$ cat src/rtl/handshake_rx_pkg.sv
// Shared audio definitions: default sample width, handshake FSM states and
// the occupancy-counter width helper.
package handshake_rx_pkg;
  localparam int WIDTH_DEF = 12;

  typedef enum logic {
    IDLE  = 1'b0,
    ACKED = 1'b1
  } state_t;

  // An occupancy count for a FIFO of 'depth' entries must also represent 'depth' itself.
  function automatic int lvl_w(input int depth);
    return $clog2(depth) + 1;
  endfunction
endpackage

$ cat src/rtl/handshake_rx_if.sv
// Receive-side bus: 4-phase req/ack from the transmit domain plus the
// valid/ready sample stream toward the audio consumer.
interface handshake_rx_if
  import handshake_rx_pkg::*;
#(
  parameter int WIDTH = WIDTH_DEF,
  parameter int DEPTH = 4
);
  logic                      Req;
  logic [WIDTH-1:0]          din;
  logic                      Ack;
  logic [WIDTH-1:0]          sample;
  logic                      sample_valid;
  logic                      sample_ready;
  logic [lvl_w(DEPTH)-1:0]   level;

  // master: transmitter and consumer side; slave: the receiver block
  modport master (output Req, din, sample_ready,
                  input  Ack, sample, sample_valid, level);
  modport slave  (input  Req, din, sample_ready,
                  output Ack, sample, sample_valid, level);
endinterface

$ cat src/rtl/handshake_rx_fifo.sv
// First-word-fall-through FIFO with wrap-bit pointers; reusable by other
// audio paths. rd_data reads zero while empty.
module fifo_fwft #(
  parameter int WIDTH = 12,
  parameter int DEPTH = 4
) (
  input  logic                     clk,
  input  logic                     rst,
  input  logic                     wr_en,
  input  logic [WIDTH-1:0]         wr_data,
  input  logic                     rd_en,
  output logic [WIDTH-1:0]         rd_data,
  output logic                     empty,
  output logic                     full,
  output logic [$clog2(DEPTH):0]   level
);
  localparam int AW = $clog2(DEPTH);

  logic [AW:0]      wr_ptr, rd_ptr;
  logic [WIDTH-1:0] mem [DEPTH];
  logic             push, pop;

  assign empty   = (wr_ptr == rd_ptr);
  assign full    = (wr_ptr[AW] != rd_ptr[AW]) && (wr_ptr[AW-1:0] == rd_ptr[AW-1:0]);
  assign level   = wr_ptr - rd_ptr;
  assign push    = wr_en && !full;
  assign pop     = rd_en && !empty;
  assign rd_data = empty ? '0 : mem[rd_ptr[AW-1:0]];

  // Storage needs no reset; only the pointers define validity.
  always_ff @(posedge clk) begin
    if (push) mem[wr_ptr[AW-1:0]] <= wr_data;
  end

  // Pointers wrap naturally modulo 2*DEPTH thanks to the extra MSB.
  always_ff @(posedge clk or posedge rst) begin
    if (rst) begin
      wr_ptr <= '0;
      rd_ptr <= '0;
    end else begin
      if (push) wr_ptr <= wr_ptr + 1'b1;
      if (pop)  rd_ptr <= rd_ptr + 1'b1;
    end
  end
endmodule

$ cat src/rtl/handshake_rx.sv
// Receive side of the 4-phase req/ack CDC for audio samples: synchronises
// Req, captures the held din once, returns Ack and buffers into a FWFT FIFO.
module handshake_rx
  import handshake_rx_pkg::*;
#(
  parameter int WIDTH       = WIDTH_DEF,
  parameter int SYNC_STAGES = 2,
  parameter int FIFO_DEPTH  = 4
) (
  input  logic             clk,
  input  logic             rst,
  handshake_rx_if.slave    bus
);
  logic [SYNC_STAGES-1:0] sync;
  logic                   req_s;
  state_t                 state;
  logic                   ack;
  logic                   wr_en;
  logic                   full;
  logic                   empty;

  // Req is asynchronous to clk; din is never synchronised because it is
  // only sampled once req_s shows it has been stable for the whole chain.
  always_ff @(posedge clk or posedge rst) begin
    if (rst) sync <= '0;
    else     sync <= {sync[SYNC_STAGES-2:0], bus.Req};
  end
  assign req_s = sync[SYNC_STAGES-1];

  // Full comes from registered pointers, so a same-cycle pop never admits a
  // push into a full buffer; the capture simply happens one cycle later.
  assign wr_en = (state == IDLE) && req_s && !full;

  // One write per Req high phase; Ack is a flop so it is glitch-free.
  always_ff @(posedge clk or posedge rst) begin
    if (rst) begin
      state <= IDLE;
      ack   <= 1'b0;
    end else begin
      case (state)
        IDLE: begin
          if (req_s && !full) begin
            state <= ACKED;
            ack   <= 1'b1;
          end
        end
        ACKED: begin
          if (!req_s) begin
            state <= IDLE;
            ack   <= 1'b0;
          end
        end
        default: begin
          state <= IDLE;
          ack   <= 1'b0;
        end
      endcase
    end
  end

  assign bus.Ack          = ack;
  assign bus.sample_valid = !empty;

  fifo_fwft #(.WIDTH(WIDTH), .DEPTH(FIFO_DEPTH)) u_fifo (
    .clk     (clk),
    .rst     (rst),
    .wr_en   (wr_en),
    .wr_data (bus.din),
    .rd_en   (bus.sample_ready),
    .rd_data (bus.sample),
    .empty   (empty),
    .full    (full),
    .level   (bus.level)
  );
endmodule

$ cat src/flat_wrapper.sv
// flat-port wrapper written by rule: the top's interface ports become plain ports
module handshake_rx_flat import handshake_rx_pkg::*;
#(
  parameter int WIDTH       = WIDTH_DEF,
  parameter int SYNC_STAGES = 2,
  parameter int FIFO_DEPTH  = 4
)
  (clk, rst, bus_Req, bus_din, bus_sample_ready, bus_Ack, bus_sample, bus_sample_valid, bus_level);
  handshake_rx_if #(.WIDTH(WIDTH), .DEPTH((4))) bus_i ();
  input  logic clk;
  input  logic rst;
  input wire logic [$bits(bus_i.Req)-1:0] bus_Req;
  input wire logic [$bits(bus_i.din)-1:0] bus_din;
  input wire logic [$bits(bus_i.sample_ready)-1:0] bus_sample_ready;
  output wire logic [$bits(bus_i.Ack)-1:0] bus_Ack;
  output wire logic [$bits(bus_i.sample)-1:0] bus_sample;
  output wire logic [$bits(bus_i.sample_valid)-1:0] bus_sample_valid;
  output wire logic [$bits(bus_i.level)-1:0] bus_level;
  assign bus_i.Req = bus_Req;
  assign bus_i.din = bus_din;
  assign bus_i.sample_ready = bus_sample_ready;
  assign bus_Ack = bus_i.Ack;
  assign bus_sample = bus_i.sample;
  assign bus_sample_valid = bus_i.sample_valid;
  assign bus_level = bus_i.level;
  handshake_rx #(.WIDTH(WIDTH), .SYNC_STAGES(SYNC_STAGES), .FIFO_DEPTH(FIFO_DEPTH)) u_core (.clk(clk), .rst(rst), .bus(bus_i));
endmodule
$ cat config.mk
export PLATFORM = sky130hd
export DESIGN_NAME = handshake_rx_flat
export DESIGN_NICKNAME = d
export VERILOG_FILES = /design/src/rtl/handshake_rx_pkg.sv /design/src/rtl/handshake_rx_if.sv /design/src/rtl/handshake_rx_fifo.sv /design/src/rtl/handshake_rx.sv /design/src/flat_wrapper.sv
export SDC_FILE = /design/constraint.sdc
export NUM_CORES = 1
export LEC_CHECK = 0
export BUFFER_PORTS_ARGS = -buffer_cell sky130_fd_sc_hd__clkbuf_2
export CORE_ASPECT_RATIO = 1.2
export CORE_MARGIN = 2
export CORE_UTILIZATION = 60
export DETAILED_ROUTE_END_ITERATION = 8
export PLACE_DENSITY_LB_ADDON = 0.05
export REMOVE_ABC_BUFFERS = 1
export SYNTH_ARGS = -nofsm -noshare
export SYNTH_HDL_FRONTEND = slang
export SYNTH_HIERARCHICAL = 1
export SYNTH_SLANG_ARGS = --single-unit
$ cat constraint.sdc
create_clock -name clk -period 6.5 [get_ports clk]
set_input_delay 1.3 -clock clk [delete_from_list [all_inputs] [get_ports clk]]
set_output_delay 1.3 -clock clk [all_outputs]
set_load 0.05 [all_outputs]
# Word-level counts from Yosys, hierarchy flattened
# Memories as Yosys holds them, arrays and structs flattened.
# Cells that the tools add are included.
[totals]
ff_bits = 10
wordCells = 33
output_inout_bits = 17
inputBits = 16
ramBits = 48
mem_count = 1
[mem_list]
columns = ["memory", "words", "width", "rd", "rd_ports_with_merged_regs", "wr", "line_no", "text"]
rows = [
  ["u_core.u_fifo.mem", 4, 12, 1, 0, 1, "handshake_rx_fifo.sv:20", "logic [WIDTH-1:0] mem [DEPTH];"],
]
[op_classes]
n_bitwise = 1
reduce_logical = 9
muxes = 9
n_addsub = 3
eq_ne = 5
[ops]
columns = ["operator", "count"]
rows = [
  ["$mux W12", 1],
  ["$add A3 B1 Y3 const B", 2],
  ["$logic_and A1 B1 Y1", 6],
  ["$mux W1", 6],
  ["$ne A2 B2 Y1 const B", 2],
  ["$pmux W1 S2", 2],
  ["$eq A3 B3 Y1", 1],
  ["$sub A3 B3 Y3", 1],
  ["$eq A2 B2 Y1", 1],
  ["$logic_not A1 Y1", 2],
  ["$reduce_and A2 Y1", 1],
  ["$ne A1 B1 Y1", 1],
  ["$not A1 Y1", 1],
]

# Longest topological paths before layout
# Gate-level depths: netlist of the first run.
[depth]
word_depth = 7
mapped_depth = 9
depth_no_buf = 8

# Hierarchy
# Netlist of the first run, hierarchy kept.
[modules_own_cells]
columns = ["module", "seq_area_each_um2", "n_inst", "cells_each", "area_each_um2"]
rows = [
  ["fifo_fwft", 1591.5, 1, 120, 2290.9],
  ["handshake_rx", 100.1, 1, 11, 145.1],
]

# Least setup slack after synthesis of the first run
# Ideal clock, no wire load.
[synth_timing]
path_kind = "reg-to-output"
from = "register u_core.u_fifo.rd_ptr[1]"
to = "output bus_sample[10]"
stages_incl_launch_ff = 8
n_path_buf = 2
path_slack_ns = 3.072
arrival_ns = 2.128
t_required_ns = 5.200
path_cell_list = "dfrtp_1 -> buf_2 -> inv_1 -> ha_1 -> nand2_1 -> nor2_1 -> buf_6 -> nor2b_1"
[synth_via]
elab_chain_cells = 2
word_cells_on_any_way = 3
classes_between = "1 x eq/ne; 1 x mux; 1 x memory"
[synth_lines]
columns = ["item", "line_no", "text"]
rows = [
  ["start: declaration", "handshake_rx_fifo.sv:19", "logic [AW:0] wr_ptr, rd_ptr;"],
  ["start signal: assignment", "handshake_rx_fifo.sv:42", "if (pop) rd_ptr <= rd_ptr + 1'b1;"],
  ["$eq A3 B3 Y1", "handshake_rx_fifo.sv:23", "assign empty = (wr_ptr == rd_ptr);"],
  ["via u_core.empty", "handshake_rx.sv:20", "logic empty;"],
  ["$mux W12", "handshake_rx_fifo.sv:28", "assign rd_data = empty ? '0 : mem[rd_ptr[AW-1:0]];"],
  ["end: declaration", "flat_wrapper.sv:16", "output wire logic [$bits(bus_i.sample)-1:0] bus_sample;"],
]
# The timed path passes the listed nets, and every way through them passes these cells.

# Worst setup path after layout of the first run
[layout_timing]
from = "register u_core.u_fifo.rd_ptr[1]"
to = "output bus_sample[11]"
# Same word-level chain as after synthesis.

==> summary by stage, run 1 <==
Outcome
The flow ran to the end, and the final reports show no timing, DRC or antenna violations.

Setup path
The endpoint class of the critical path is a primary output. The maximum net fanout on the critical path is 16. The depth of the worst register-to-register path is 5. The endpoint of the most critical register-to-register path is u_core/u_fifo/mem[1][2]. The required time of the worst setup path is 5200 ps. The critical path start-end classification is register to primary output. The setup slack of the most critical reg-to-reg path is 3510 ps. The startpoint type of the worst setup path is a register.

The startpoint of the worst register-to-register path is u_core/u_fifo/rd_ptr[0]. The signal arrival time at the worst endpoint is 3060 ps.

Job
Across the run, the number of max-cap violations was 0.

Routing
The total wire length is 4.05 mm. Detailed routing inserted a total of 1249 vias. The average vias per placed instance is 5.43. The wire length per cell is 17.6 um. The number of optimization iterations in the first detailed-route pass is 4. The final routed DRC violation total is 0. After the first detailed-routing iteration, the DRC count stood at 37. The remaining antenna violation count is 0.

Floorplanning
The initialized floorplan defines 25 standard-cell rows. The floorplan step defined a die boundary enclosing 4590 um2. The initial utilization of the core area, before any placement, comes to 0.623. The number of top-level pins is 33. The area of the core is 3910 um2. The height of the die is 73.8 um. Measured along the x axis, the die boundary spans 62.2 um.

Synth
Yosys mapped the design onto 28 distinct sky130hd cell types. The share of synthesized area in the top cell type comes to 0.592. The synthesized area per cell is 18.6 um2.

The instance count of the mapped netlist is 131. Of the total synthesized cell area, the portion taken by AND, OR, NAND and NOR gates is 0.0611. For this run, the register share of the synthesized area comes to 0.694.

The adder-cell share of the synthesized area is 0.0442. The dominant combinational cell family by area after synthesis is multiplexers. After synthesis, the cell types taking the most area are edfxtp_1, dfrtp_1, mux4_2. The Yosys step of the flow raised 6 warnings. The synthesized-area fraction occupied by xor and xnor cells is 0.0180.

The cell taking the most area after synthesis is edfxtp_1. The synthesized netlist occupies a cell area of 2440 um2. The synthesized flop and latch total is 58.

Measured against the total synthesized area, the mux share comes to 0.131. The compound-gate portion of the synthesized area was 0.0247.

CTS
The clock-pin slew of the registers on the worst-case setup and hold paths is 60 ps. The maximum number of buffers from clock root to sink is 2. Buffers added to address setup during post-CTS repair amount to 0. The cell at the root of the clock tree is clkbuf_8. TritonCTS built the clock tree. At the later pin of the worst-skew pair, clock insertion delay measures 320 ps. In this run, post-CTS hold repair placed 0 buffers. The clock net in this run drives a total of 58 sinks.

The total CTS buffers is 9. The H-tree generated during clock tree synthesis spans 3 levels. Gates resized during post-CTS repair numbered 0.

STA
Static timing analysis puts the maximum clock frequency at 229 MHz. The worst setup margin is 2140 ps. Setup repair after global routing left no endpoint under its margin. Setup violations remaining at the end of the flow were counted as 0.

The slew at the pin with the worst max-slew slack is 1060 ps. The time the worst path needs with I/O delays and setup is 4360 ps. In this run the tightest slew margin relative to its limit is 0.290. Adding up every negative setup slack in the final design gives 0 ps. The number of slew-limit violations in the final report is 0.

The final number of hold-violating endpoints is 0. On the final layout, the worst clock skew is 6.75 ps. In the finished design, the share of the clock period the worst path needs comes to 0.671.

Placement
Prior to clock tree synthesis, the placed netlist has a worst setup slack of 2450 ps. Detailed placement finished with a half-perimeter wire length of 2.64 mm. The number of buffer cells added on primary ports is 32. The placer's final routability congestion estimate is 0.870.

GRT
The via count of the first global-routing pass is 1351. The pin count of the biggest net entering global routing is 17. The overall track demand over capacity in global routing is 0.200. Summed over all layers, the global routing overflow is 0. The first global-routing pass estimated 6.43 mm of wire.

The initial antenna violation count is 0.

Cells and area
For this run, the post-layout net count is 195. The area growth from synthesis to layout is 15.5%. Counting the fill cells in the layout gives 275. The number of antenna diodes is 0.

In the final layout, the share of cells above drive strength 1 is 0.335. In the layout the commonest cells are edfxtp_1, clkbuf_2, inv_1, dfrtp_1. Leaving out fill and tap cells, the most frequent cell in the layout is edfxtp_1.

Worst hold path
Along the worst hold path, the cell count comes to 0. The terminating pin of the worst hold path is u_core/sync[1]. The worst hold-check path type is register to register. In this run the most critical hold path is launched from u_core/sync[0].
per-stage QoR:
stage               instances  hold WS (ps)   util  cell area (um2)
floorplan                 128           331      -             2410
global placement          214           341  0.674             2640
detailed placement        214           352  0.674             2640
CTS                       230           357  0.720             2810
global route              230           358  0.720             2810
finish                    230           355  0.720             2810
state kept, by name, summed over array words and instances, names as in the netlist:
signal and count:
u_core/u_fifo/rd_ptr 3, u_core/sync 2, u_core/u_fifo/wr_ptr 3, u_core/bus.Ack 1, u_core/u_fifo/mem 48, u_core/state 1
cell type report:
type	count	area, um2	share of cell area
Sequential cell	58	1690	0.601
Multi-Input combinational cell	60	679	0.241
Timing Repair Buffer	32	160	0.0569
Clock buffer	12	135	0.0480
Tap cell	54	67.6	0.0240
Clock inverter	4	42.5	0.0151
Inverter	10	37.5	0.0133
routing by layer:
metal / global-route usage / routed length [um] / up-vias
met4: 0.106 / 65 / 0
met2: 0.341 / 2120 / 34
met5: 0 / 0 / -
li1: - / - / 581
met1: 0.230 / 1670 / 628
met3: 0.0628 / 186 / 6
logic make-up (layout without fill, tap and decap cells):
family                   after synthesis  count (layout)
multiplexers                          15              15
adder cells (fa/ha/maj)                8               8
AO/OA/AOI/OAI                          9               9
AND/OR/NAND/NOR                       23              23
buffers and inverters                 13              58
XOR/XNOR                               5               5
flip-flops                            58              58
critical path: stages (launching register included):
cell	delay [ps]
dfrtp_1	780
inv_1	110
ha_1	360
nand2_1	150
nor2_1	830
and2b_1	270
clkbuf_2	230
worst max path at each step:
stage          slack [ps]               startpoint  depth (start not counted)              to
2_1_floorplan        2990  u_core/u_fifo/rd_ptr[0]                          4  bus_sample[10]
3_3_place_gp         2530  u_core/u_fifo/rd_ptr[0]                          5  bus_sample[11]
3_5_place_dp         2450  u_core/u_fifo/rd_ptr[1]                          6  bus_sample[11]
4_1_cts              2080  u_core/u_fifo/rd_ptr[1]                          6  bus_sample[11]
5_1_grt              1870  u_core/u_fifo/rd_ptr[0]                          5  bus_sample[11]
6_report             2140  u_core/u_fifo/rd_ptr[1]                          6  bus_sample[11]
cell usage after synthesis, drive strengths merged:
| master | number |
|---|---|
| and3 | 4 |
| dfrtp | 10 |
| nor2b | 10 |
| mux2 | 3 |
| nand2b | 1 |
| nor2 | 1 |
| nor3b | 1 |
| buf | 3 |
| edfxtp | 48 |
| a21boi | 1 |
| a21o | 1 |
| a31oi | 2 |
| o21ai | 3 |
| inv | 10 |
| nand2 | 3 |
| mux4 | 12 |
| ha | 7 |
| xor2 | 1 |
| nand3 | 1 |
| a21oi | 2 |
| and2b | 2 |
| fa | 1 |
| xnor2 | 4 |
Power of run 1 is left out: the tool's default activity adds up to more than one toggle a clock period on the data nets, which glitch-free logic cannot reach.
==> inputs of run 2 (changes only) <==
CORE_UTILIZATION = 51   (was 60)
clock period = 3.9 ns   (was 6.5 ns; I/O delays follow)
==> run 2 against run 1 <==
Net effect: register-to-register slack worse by 2500 ps; sequential share of layout area is 0.56 points lower; flip-flop and latch count stayed put; via count is 2.8% lower; non-clock buffer count is 2 higher; setup slack worse by 1600 ps; critical path depth is 1 higher; highest routed layer unchanged; critical endpoint unchanged.
==> summary by stage, run 2 (same netlist as run 1, synthesis figures left out) <==
Placement
The number of buffer cells added on primary ports is 32 (unchanged). The placed wire-length estimate is 2.63 mm (-0.41%). The placed instance count is 220 (+2.8%).

The placer's final routability congestion estimate is 0.753 (-13%).

Floorplanning
The area of the core is 4590 um2 (+18%). The total die area came to 5350 um2 (+17%). The effective utilization at floorplan is 0.530 (-0.0928).

The number of core rows is 27 (+8.0%). The number of top-level pins was 33 (unchanged). The horizontal extent of the die is 67.1 um (+7.9%). The height of the die is 79.7 um (+8.0%).

GRT
The global-route wire length before repair is 6.28 mm (-2.3%). The remaining global-route overflow is 0 (unchanged). The initial antenna violation count is 0 (unchanged). The overall track demand over capacity in global routing is 0.171 (-0.0289). The pin count of the biggest net entering global routing was 17 (unchanged). The via count of the first global-routing pass came to 1247 (-7.7%).

STA
The number of slew-limit violations in the final report is 0 (unchanged). The upper clock frequency limit is 302 MHz. The slew at the pin with the worst max-slew slack is 700 ps (-361 ps). The worst path needs 3310 ps of the cycle, external delays included. The final number of hold-violating endpoints is 0 (unchanged).

The clock skew was 3.96 ps (-2.80 ps). The accumulated negative setup slack is 0 ps (unchanged). The final setup violation count is 0 (unchanged). The worst hold margin is 325 ps (-30.3 ps). The final critical-path share of the clock period is 0.848. The remaining max-slew budget at the tightest pin came to 0.533 (+0.243).

Setup repair after global routing left no endpoint under its margin.

CTS
The depth of the CTS H-tree was 3 (unchanged). The number of setup buffers added after CTS came to 0 (unchanged). The count of instances resized after the clock tree is built is 0 (unchanged). The clock-pin slew of the registers on the worst-case setup and hold paths is 60 ps (about the same). The total CTS buffers came to 9 (unchanged).

The maximum number of buffers from clock root to sink is 2 (unchanged). The clock tree from TritonCTS is done. The clock latency at the later pin of the worst-skew pair came to 320 ps (about the same). The cell sitting at the root of the clock tree is a clkbuf_8.

The number of buffers added to fix hold violations after cts was 0 (unchanged). The sink count of the clock tree is 58 (unchanged).

Setup path
In this run the critical register-to-register path is captured at u_core/u_fifo/mem[0][3]. The depth of the worst register-to-register path came to 6 (+1). The startpoint of the worst register-to-register path is u_core/u_fifo/rd_ptr[1]. The maximum net fanout on the critical path came to 16 (unchanged). The startpoint type of the worst setup path is a register. The worst setup path is captured at a primary output. The setup slack of the most critical reg-to-reg path was 1010 ps (-2500 ps). The required time of the worst setup path is 3120 ps (-2080 ps). The critical path start-end classification is register to primary output. The signal arrival time at the worst endpoint was 2530 ps (-530 ps).

Routing
The met2 routed wirelength is 2.08 mm (-2.1%). The final routed DRC violation total is 0 (unchanged). The detailed router's first-iteration violation count is 52 (+41%). The count of vias placed by the detailed router came to 1214 (-2.8%). The number of optimization iterations in the first detailed-route pass is 4 (unchanged). The remaining antenna violation count is 0 (unchanged).

The detailed-route wire length on metal 1 is 1.62 mm (-3.1%). The average vias per placed instance is 5.14 (-5.3%). The highest routing layer actually used is met4. The total length of routed met3 wires was 163 um (-12%). The wire length per cell is 16.5 um (-6.1%). The total wire length was 3.90 mm (-3.6%).

Cells and area
The post-route non-filler standard cell count is 236 (+2.6%). The number of nets in the finished design was 197 (+1.0%). The core occupancy in the finished layout is 0.618 (-0.101). The fraction of final layout cells with drive strength greater than 1 came to 0.360 (+0.0243). Leaving out fill and tap cells, the most frequent cells in the layout are edfxtp_1, clkbuf_2, inv_1, dfrtp_1. The number of flip-flops under the largest register name is 48 (unchanged). The most common library cell in the layout ignoring fill and taps is edfxtp_1. The area growth from synthesis to layout is 16.6%. The fill cell total of the finished layout is 362 (+32%).

The number of antenna diodes is 0 (unchanged).

Worst hold path
The worst hold-check path type is primary input to async pin.

Job
The count of max-cap constraint violations is 0 (unchanged).

Outcome
The run finished with clean final reports.
-- run 2: per-layer routing --
metal	GRT usage	up-vias
met3	0.0381	4
met4	0.0918	0
met1	0.216	594
met5	0	-
met2	0.271	32
li1	-	584
-- run 2: worst max-delay path by stage --
stage / startpoint / to / slack (ps)
2_1_floorplan: u_core/u_fifo/rd_ptr[0] / bus_sample[10] / 910
6_report: u_core/u_fifo/rd_ptr[1] / bus_sample[11] / 590
3_3_place_gp: u_core/u_fifo/rd_ptr[1] / bus_sample[11] / 960
4_1_cts: u_core/u_fifo/rd_ptr[1] / bus_sample[11] / 550
3_5_place_dp: u_core/u_fifo/rd_ptr[1] / bus_sample[11] / 940
5_1_grt: u_core/u_fifo/rd_ptr[1] / bus_sample[11] / 400
-- run 2: final cells by class --
type                    count  area [um2]  area share
flip-flops and latches     58        1690       0.596
multi-input cells          60         679       0.239
repair buffers             34         175      0.0617
clock buffers               9         124      0.0436
well taps                  58        72.6      0.0256
clock inverters             7        60.1      0.0211
inverters                  10        37.5      0.0132
-- run 2: stage by stage --
stage               area, um2  setup WS (ps)
finish                   2840            591
global route             2840            399
CTS                      2840            552
detailed placement       2660            937
global placement         2660            959
floorplan                2410            912
-- run 2: critical path: stages, from the launching register on --
cell      delay, ps
dfrtp_1         790
inv_1           100
ha_1            360
nand2_1         150
nor2_1          140
buf_4           230
and2b_1         200
clkbuf_2        230
Power of run 2 is left out for the same reason.
==> inputs of run 3 (changes only) <==
ABC_AREA = 1   (was default)
CORE_UTILIZATION = 52   (was 51)
clock period = 3 ns   (was 3.9 ns; I/O delays follow)
==> run 3 against run 2 <==
Net effect: die area grew 6.6%; flip-flop and latch count stayed put; clock-buffer cell count increased by 4; register-to-register slack lost 410 ps; cell area is 8.1% higher; highest routed layer unchanged.
==> summary by stage, run 3 <==
Routing
The final routed DRC violation total is 0 (unchanged). The number of optimization iterations in the first detailed-route pass came to 4 (unchanged). The average vias per placed instance came to 4.78 (-7.2%). The wire length per cell was 12.5 um (-24%). The remaining antenna violation count is 0 (unchanged). The detailed router's first-iteration violation count was 95 (+83%). The count of vias placed by the detailed router is 1743 (+44%). The total wire length is 4.57 mm (+17%).

Cells and area
The fraction of final layout cells with drive strength greater than 1 was 0.233 (-0.127). In the layout the commonest cells are nand2_1, edfxtp_1, inv_1. The number of flip-flops under the largest register name is 48 (unchanged). The number of nets in the finished design is 324 (+64%). Compared with the post-synthesis result, the final layout area differs by 15.6%.

The number of antenna diodes is 0 (unchanged). The most common library cell in the layout ignoring fill and taps is nand2_1.

Setup path
STA classifies the critical path endpoint as a primary output. The startpoint type of the worst setup path is a register. The number of buffers and inverters on the critical path was 4 (+1). The family with the most delay on the worst path is buffers and inverters. The delay of the slowest cell on the worst path was 400 ps (-390 ps).

The most frequent cell on the critical path is inv_1. The number of cells on the critical path is 8 (+1). Traced cell by cell, the critical path runs through inv_1 -> ha_1 -> nand2_1 -> inv_1 -> nand3_4 -> inv_4 -> a21oi_1 -> clkbuf_2. For this design, the slowest cell found on the critical path is dfrtp_1. The setup path with the least slack is of type register to primary output. The signal arrival time at the worst endpoint is 1920 ps (-610 ps). The required time of the worst setup path is 2400 ps (-720 ps).

The maximum net fanout on the critical path came to 13 (-3). The depth of the worst register-to-register path came to 13 (+7).

GRT
The pin count of the biggest net entering global routing came to 28 (+11). The overall track demand over capacity in global routing is 0.176 (+0.00485). The initial antenna violation count is 0 (unchanged).

The global-route wire length before repair is 7.40 mm (+18%). The remaining global-route overflow is 0 (unchanged). The via count of the first global-routing pass is 1522 (+22%).

STA
Setup repair after global routing left no endpoint under its margin. The final number of hold-violating endpoints came to 0 (unchanged). The time the worst path needs with I/O delays and setup is 2520 ps.

The clock skew is 4.72 ps (+0.763 ps). The worst hold margin is 152 ps (-173 ps). The final setup violation count was 0 (unchanged). The accumulated negative setup slack is 0 ps (unchanged).

The slew at the pin with the worst max-slew slack is 539 ps (-161 ps). The remaining max-slew budget at the tightest pin is 0.640 (+0.107). In the finished design, the share of the clock period the worst path needs comes to 0.842.

The number of slew-limit violations in the final report is 0 (unchanged). The upper clock frequency limit is 396 MHz.

Synth
The portion of synthesized cell area occupied by the leading cell type came to 0.543 (-0.0491). The synthesized area per cell came to 10.3 um2 (-44%). Among all cell types in the netlist, the one instantiated most often is nand2_1. In the post-synthesis netlist, the biggest area contributors are edfxtp_1, nand2_1, dfrtp_1. The most common flop cell mapped by yosys is edfxtp_1. Of all cell types, the one taking the most synthesized area is edfxtp_1. The cell area after synthesis is 2660 um2 (+9.0%). The instance count of the mapped netlist is 257 (+96%). The portion of the post-synthesis area used by sequential elements is 0.637 (-0.0576). The post-synthesis cell type count is 20 (-29%). After synthesis, the most frequently instantiated cells are nand2_1, edfxtp_1, inv_1. The number of enable flip-flop cells after synthesis was 48 (unchanged). The synthesized flop and latch total is 58 (unchanged). The warning count from the yosys run came to 6 (unchanged). The async set-reset flop share out of synthesis came to 0.172 (unchanged).

CTS
The clock-pin slew of the registers on the worst-case setup and hold paths was 60 ps (about the same). The count of instances resized after the clock tree is built came to 0 (unchanged). The number of buffers added to fix hold violations after cts is 0 (unchanged). The sink count of the clock tree is 58 (unchanged). The number of setup buffers added after CTS was 0 (unchanged).

The total CTS buffers is 9 (unchanged). The clock latency at the later pin of the worst-skew pair came to 320 ps (about the same). The depth of the CTS H-tree was 3 (unchanged). The maximum number of buffers from clock root to sink came to 2 (unchanged). The cell at the root of the clock tree is clkbuf_8. TritonCTS built the clock tree.

Outcome
The flow ran to the end, and the final reports show no timing, DRC or antenna violations.

Placement
The number of buffer cells added on primary ports was 32 (unchanged). The placed wire-length estimate was 2.97 mm (+13%). The placer's final routability congestion estimate was 0.732 (-2.7%).

Floorplanning
The area of the core came to 4940 um2 (+7.5%). The total die area came to 5700 um2 (+6.6%). The number of core rows is 28 (+3.7%). The horizontal extent of the die is 69.2 um (+3.2%). The number of top-level pins is 33 (unchanged). The effective utilization at floorplan is 0.538 (+0.00751). The height of the die is 82.3 um (+3.2%).

Worst hold path
The min-delay analysis places its worst path in the category primary input to async pin.

Job
The count of max-cap constraint violations is 0 (unchanged).
[run 3: logic make-up (layout without fill, tap and decap cells)]
logic type,after synthesis,count (layout),share of synthesized area
compound gates,13,13,0.0372
xor+xnor,2,2,0.00660
fa+ha+maj,8,8,0.0405
buf+inv,55,103,0.0885
flops,58,58,0.637
simple gates,121,121,0.190
[run 3: metrics by stage]
stage / util / worst slack (ps) / instance area, um2 / cells
final: 0.622 / 475 / 3070 / 365
after global routing: 0.622 / 316 / 3070 / 365
after CTS: 0.622 / 453 / 3070 / 365
after detailed placement: 0.587 / 558 / 2900 / 349
after global placement: 0.587 / 634 / 2900 / 349
after floorplan: - / 225 / 2600 / 249
[run 3: metal layers]
metal	part of all wire	track usage	up-vias
met2	0.51	0.294	35
li1	-	-	897
met4	0.014	0.0765	0
met5	0	0	-
met3	0.040	0.0498	7
met1	0.44	0.216	804
[run 3: layout make-up]
cell class / instances / area, um2
multi-input combinational: 144 / 729
fill: 404 / 1870
timing repair buffer: 40 / 220
tap: 60 / 75.1
clock inverter: 3 / 13.8
inverter: 47 / 181
sequential: 58 / 1690
clock buffer: 13 / 159
[run 3: worst paths after layout]
check | start | to | slack (ps)
min reg2reg | u_core/sync[0] | u_core/sync[1] | 360
max | u_core/u_fifo/wr_ptr[0] | bus_sample[1] | 480
min in group clk | u_core/sync[0] | u_core/sync[1] | 360
min | rst | u_core/sync[0] | 150
max reg2reg | u_core/u_fifo/wr_ptr[0] | u_core/u_fifo/mem[3][1] | 600
max in group asynchronous | rst | u_core/u_fifo/wr_ptr[0] | 2620
[run 3: worst reg2reg max path: cells and delay by family, from the launching register on]
kind          cells  cell delay [ps]
buf+inv           7              900
simple gates      5              410
flops             1              400
fa+ha+maj         1              320
Power of run 3 is left out for the same reason.
